[config.mk]
export PLATFORM = sky130hd
export DESIGN_NAME = serial_shifter
export DESIGN_NICKNAME = d
export VERILOG_FILES = /design/src/rtl/serial_shifter.sv
export SDC_FILE = /design/constraint.sdc
export NUM_CORES = 1
export LEC_CHECK = 0
export ABC_AREA = 1
export CORE_ASPECT_RATIO = 1.5
export CORE_UTILIZATION = 35
export CTS_BUF_LIST = sky130_fd_sc_hd__clkbuf_4
export CTS_CLUSTER_SIZE = 24
export DETAILED_ROUTE_END_ITERATION = 7
export GPL_TIMING_DRIVEN = 0
export PLACE_DENSITY = 0.68
export RECOVER_POWER = 25
export SLEW_MARGIN = 10
export SYNTH_ARGS = -nofsm -noshare
export SYNTH_HDL_FRONTEND = slang
export SYNTH_SLANG_ARGS = --single-unit
[constraint.sdc]
create_clock -name clk -period 1.2 [get_ports clk]
set_input_delay 0.12 -clock clk [delete_from_list [all_inputs] [get_ports clk]]
set_output_delay 0.12 -clock clk [all_outputs]
set_load 0.05 [all_outputs]
[src/rtl/serial_shifter.sv]
// serial_shifter: multi-cycle barrel-free shifter (SLL/SRL/SRA/ROR).
// Each operation is accepted in IDLE. It then shifts the result register
// one bit per SHIFT cycle, pulses done for one cycle in DONE, and returns
// to IDLE.
// Optional build macro SERIAL_SHIFTER_FAST4_EN: each SHIFT cycle moves up to
// four bits (min(4, count)), which shortens latency. Final results are unchanged.
module serial_shifter #(
    parameter int DATA_W = 32,
    parameter int AMT_W  = 5
) (
    input  logic              clk,
    input  logic              rst,
    input  logic              start,
    input  logic [1:0]        op,
    input  logic [DATA_W-1:0] data_in,
    input  logic [DATA_W-1:0] amt_in,
    output logic              busy,
    output logic              done,
    output logic [DATA_W-1:0] result
);

    typedef enum logic [1:0] {
        ST_IDLE  = 2'b00,
        ST_SHIFT = 2'b01,
        ST_DONE  = 2'b10
    } state_t;

    localparam logic [1:0] OP_SLL = 2'b00;
    localparam logic [1:0] OP_SRL = 2'b01;
    localparam logic [1:0] OP_SRA = 2'b10;

    state_t            state_q;
    logic [1:0]        op_q;
    logic [AMT_W-1:0]  count_q;
    logic [DATA_W-1:0] result_q;
    logic              busy_q;
    logic              done_q;

    logic [AMT_W-1:0]  step_d;
    logic [AMT_W-1:0]  rot_left_d;
    logic [DATA_W-1:0] shifted_d;
    logic [AMT_W-1:0]  amt_d;

    // Only the low shift-count bits matter; the rest of amt_in is dropped here.
    logic unused_amt_bits;
    assign unused_amt_bits = ^amt_in[DATA_W-1:AMT_W];
    assign amt_d           = amt_in[AMT_W-1:0];

    // Bits moved this SHIFT cycle: 1 normally, min(4, count) in the fast build.
    always_comb begin
`ifdef SERIAL_SHIFTER_FAST4_EN
        step_d = (count_q >= AMT_W'(4)) ? AMT_W'(4) : count_q;
`else
        step_d = AMT_W'(1);
`endif
    end

    // Next result value for one SHIFT cycle.
    // ROR uses a right shift ORed with a left shift by (DATA_W - step).
    // The modulo-DATA_W wrap of the left amount makes step=0 a harmless no-op.
    always_comb begin
        rot_left_d = AMT_W'(0) - step_d;
        case (op_q)
            OP_SLL:  shifted_d = result_q << step_d;
            OP_SRL:  shifted_d = result_q >> step_d;
            OP_SRA:  shifted_d = $unsigned($signed(result_q) >>> step_d);
            default: shifted_d = (result_q >> step_d) | (result_q << rot_left_d);
        endcase
    end

    // Control FSM with registered busy/done and the working result register.
    always_ff @(posedge clk or posedge rst) begin
        if (rst) begin
            state_q  <= ST_IDLE;
            op_q     <= 2'b00;
            count_q  <= '0;
            result_q <= '0;
            busy_q   <= 1'b0;
            done_q   <= 1'b0;
        end else begin
            case (state_q)
                ST_IDLE: begin
                    done_q <= 1'b0;
                    if (start) begin
                        result_q <= data_in;
                        op_q     <= op;
                        count_q  <= amt_d;
                        busy_q   <= 1'b1;
                        if (amt_d != '0) begin
                            state_q <= ST_SHIFT;
                        end else begin
                            state_q <= ST_DONE;
                            done_q  <= 1'b1;
                        end
                    end
                end
                ST_SHIFT: begin
                    result_q <= shifted_d;
                    count_q  <= count_q - step_d;
                    if (count_q == step_d) begin
                        state_q <= ST_DONE;
                        done_q  <= 1'b1;
                    end
                end
                ST_DONE: begin
                    state_q <= ST_IDLE;
                    busy_q  <= 1'b0;
                    done_q  <= 1'b0;
                end
                default: begin
                    state_q <= ST_IDLE;
                    busy_q  <= 1'b0;
                    done_q  <= 1'b0;
                end
            endcase
        end
    end

    assign busy   = busy_q;
    assign done   = done_q;
    assign result = result_q;

endmodule

==> results.json <==
{
  "outcome": "complete, but fails checks",
  "violations": "setup timing",
  "areaGrowthSynthToFinish_pct": 60.4,
  "cp.arrival_ns": 1.58,
  "synth_nets": 390,
  "crit_path_top_delay_cell": "dfrtp_1",
  "drv_cap": 0,
  "fmax_mhz": 758,
  "drv_slew": 0,
  "routedWlPerCell_um": 14.6,
  "clkLatencyLatePin_ns": 0.35,
  "portBuffers": 75,
  "ys_seq_elements": 43,
  "timing.final.ws_setup_ns": -0.120,
  "yosysUniqueCellTypes": 22,
  "rsz0062_at_grt": "true",
  "grt_pass1_wl_um": 11600,
  "drt_wl_total_um": 7370,
  "netlist_instances": 319,
  "drive_above_1_share": 0.354,
  "syn-cell-area_sq_um": 2360,
  "cp.required_ns": 1.46,
  "first_global_vias": 2512,
  "ys_seq_area_frac": 0.457,
  "path_max_fanout": 8,
  "dr.pass1.iters": 4,
  "tightest_slew_ns": 0.588,
  "synth_edf_count": 0,
  "path_buf_inv": 4,
  "fin_nets": 499,
  "path_depth": 8,
  "clockBufferDepth": 2,
  "rr_worst_depth": 8,
  "r2r_end": "result[4]",
  "yosys_warnings": 0,
  "antenna_found_initial": 0,
  "synth_ff_type": "dfrtp_1",
  "hpwl_um": 4890,
  "leakagePower_nw": 1.81,
  "max_stage_delay_ns": 0.42,
  "place_ws_ns": -0.349,
  "design.core.area_sq_um": 6490,
  "grt_overflow": 0,
  "fin_worst_skew_ns": 0.0103,
  "die_h_um": 102,
  "grt.total_usage": 0.216,
  "vias": 2617,
  "synth-async-reset-ratio": 1.00,
  "start_util": 0.363,
  "r2r_start": "state_q[1]",
  "hp-class": "in2async",
  "grt_max_degree": 30,
  "fin_crit_ns": 1.32,
  "htreeDepth": 2,
  "ios": 103,
  "final_common_cell": "nand2_1",
  "antenna_cells": 0,
  "nFillCells": 609,
  "viasPerCell": 5.18,
  "path_clk_slew_ns": 0.13,
  "drt_iter0_drc": 154,
  "start_kind": "flip-flop",
  "numCtsBuffers": 5,
  "rrSetupSlack_ns": -0.12,
  "post-route-period-util": 1.10,
  "ir_drop_v": 0.00142,
  "slew-limit-headroom": 0.608,
  "setup.worst_path.start": "state_q[1]",
  "timing.hold.ws_ns": 0.245,
  "fin_util": 0.583,
  "dp_cells": 471,
  "multiInputGateArea_sq_um": 1340,
  "most-common-layout-cells": "nand2_1 (80), clkdlybuf4s50_1 (40), nor2_1 (39)",
  "rows": 36,
  "root_buffer": "clkbuf_4",
  "stdcell_count": 505,
  "globalplace.congestion": 0.768,
  "die_area_sq_um": 7070,
  "critPathKind": "reg2reg",
  "cp_top_family": "buffers and inverters",
  "critPathCapture": "result[4]",
  "cp-end-kind": "flip-flop",
  "die_w_um": 69.0,
  "power.density_nw_per_um2": 3310,
  "register_area_sq_um": 1080,
  "hold_buffers": 0,
  "final_hold_viol_count": 0,
  "route.detailed.drc": 0,
  "cts_tree": "built",
  "fin_setup_tns_ns": -2.81,
  "finalSetupViolCount": 35,
  "detail-route-antenna-nets": 0,
  "cts.sinks": 43,
  "syn_avg_cell_area_sq_um": 7.39,
  "crit_chain": "inv_2 -> nand2_4 -> inv_4 -> buf_8 -> buf_6 -> nand2_1 -> a21oi_2 -> nor2_1"
}
==> final cells by class <==
cell class	instances	share of cell area
multi-input cells	233	0.354
flip-flops and latches	43	0.286
repair buffers	103	0.246
plain buffers	16	0.0467
inverters	26	0.0265
well taps	76	0.0252
clock buffers	7	0.0139
clock inverters	1	0.00132
==> how the worst min path moves through the flow <==
stage / depth (start not counted) / slack, ns / end
2_1_floorplan: 2 / 0.26 / op_q[1]
3_3_place_gp: 2 / 0.47 / busy
3_5_place_dp: 2 / 0.43 / result[12]
4_1_cts: 2 / 0.04 / result[29]
5_1_grt: 2 / 0.29 / result[8]
6_report: 2 / 0.24 / result[8]
==> cells in the mapped netlist, drive strengths merged (2+ instances only) <==
master	n	share of area
buf	15	0.047
nor2	42	0.067
o21ai	18	0.038
clkbuf	2	0.0037
inv	26	0.041
dfrtp	43	0.46
ha	2	0.011
nand2	94	0.16
o22ai	21	0.056
nand3	17	0.036
a21oi	34	0.072
==> through the flow <==
| stage | cell area (sq um) | power (W) |
|---|---|---|
| 6_report | 3780 | 0.0125 |
| 5_1_grt | 3780 | 0.0134 |
| 4_1_cts | 3410 | 0.0113 |
| 3_5_place_dp | 3220 | 0.0100 |
| 3_3_place_gp | 3200 | 0.00985 |
| 2_1_floorplan | 2360 | 0.00783 |
==> what timing repair did <==
| item | in CTS | in global routing |
|---|---|---|
| setup buffers | 12 | 9 |
| gates cloned | 2 | 4 |
| pin swaps | 17 | 18 |
| endpoints found under the setup margin | 76 | 64 |
| gates resized for setup | 224 | 83 |
==> registers in the layout, summed over array words and instances (netlist names) <==
name and flops:
op_q 2, busy 1, state_q 2, count_q 5, done 1, result 32
==> per-layer routing <==
metal	up-vias	track usage	part of all wire
met3	15	0.0301	0.046
li1	1260	-	-
met5	-	0	0
met4	0	0.0738	0.023
met2	84	0.367	0.54
met1	1258	0.273	0.39
==> power by group <==
| part | switching [W] | internal, W | leakage (nW) |
|---|---|---|---|
| Clock | 0.000485 | 0.000275 | 0.0361 |
| Combinational | 0.00537 | 0.00340 | 1.29 |
| Sequential | 0.000773 | 0.00221 | 0.483 |
==> cells by family after synthesis <==
group	share of synthesized area
XOR/XNOR	0.00372
adder cells (fa/ha/maj)	0.0106
flip-flops	0.457
buffers and inverters	0.0924
AND/OR/NAND/NOR	0.267
AO/OA/AOI/OAI	0.169
==> worst reg2reg max path, delay by kind of cell (launching register included) <==
kind,cells,cell delay (ns)
buf+inv,4,0.47
flops,1,0.42
simple gates,3,0.22
compound gates,1,0.11
Power figures use the tool's default switching activity.
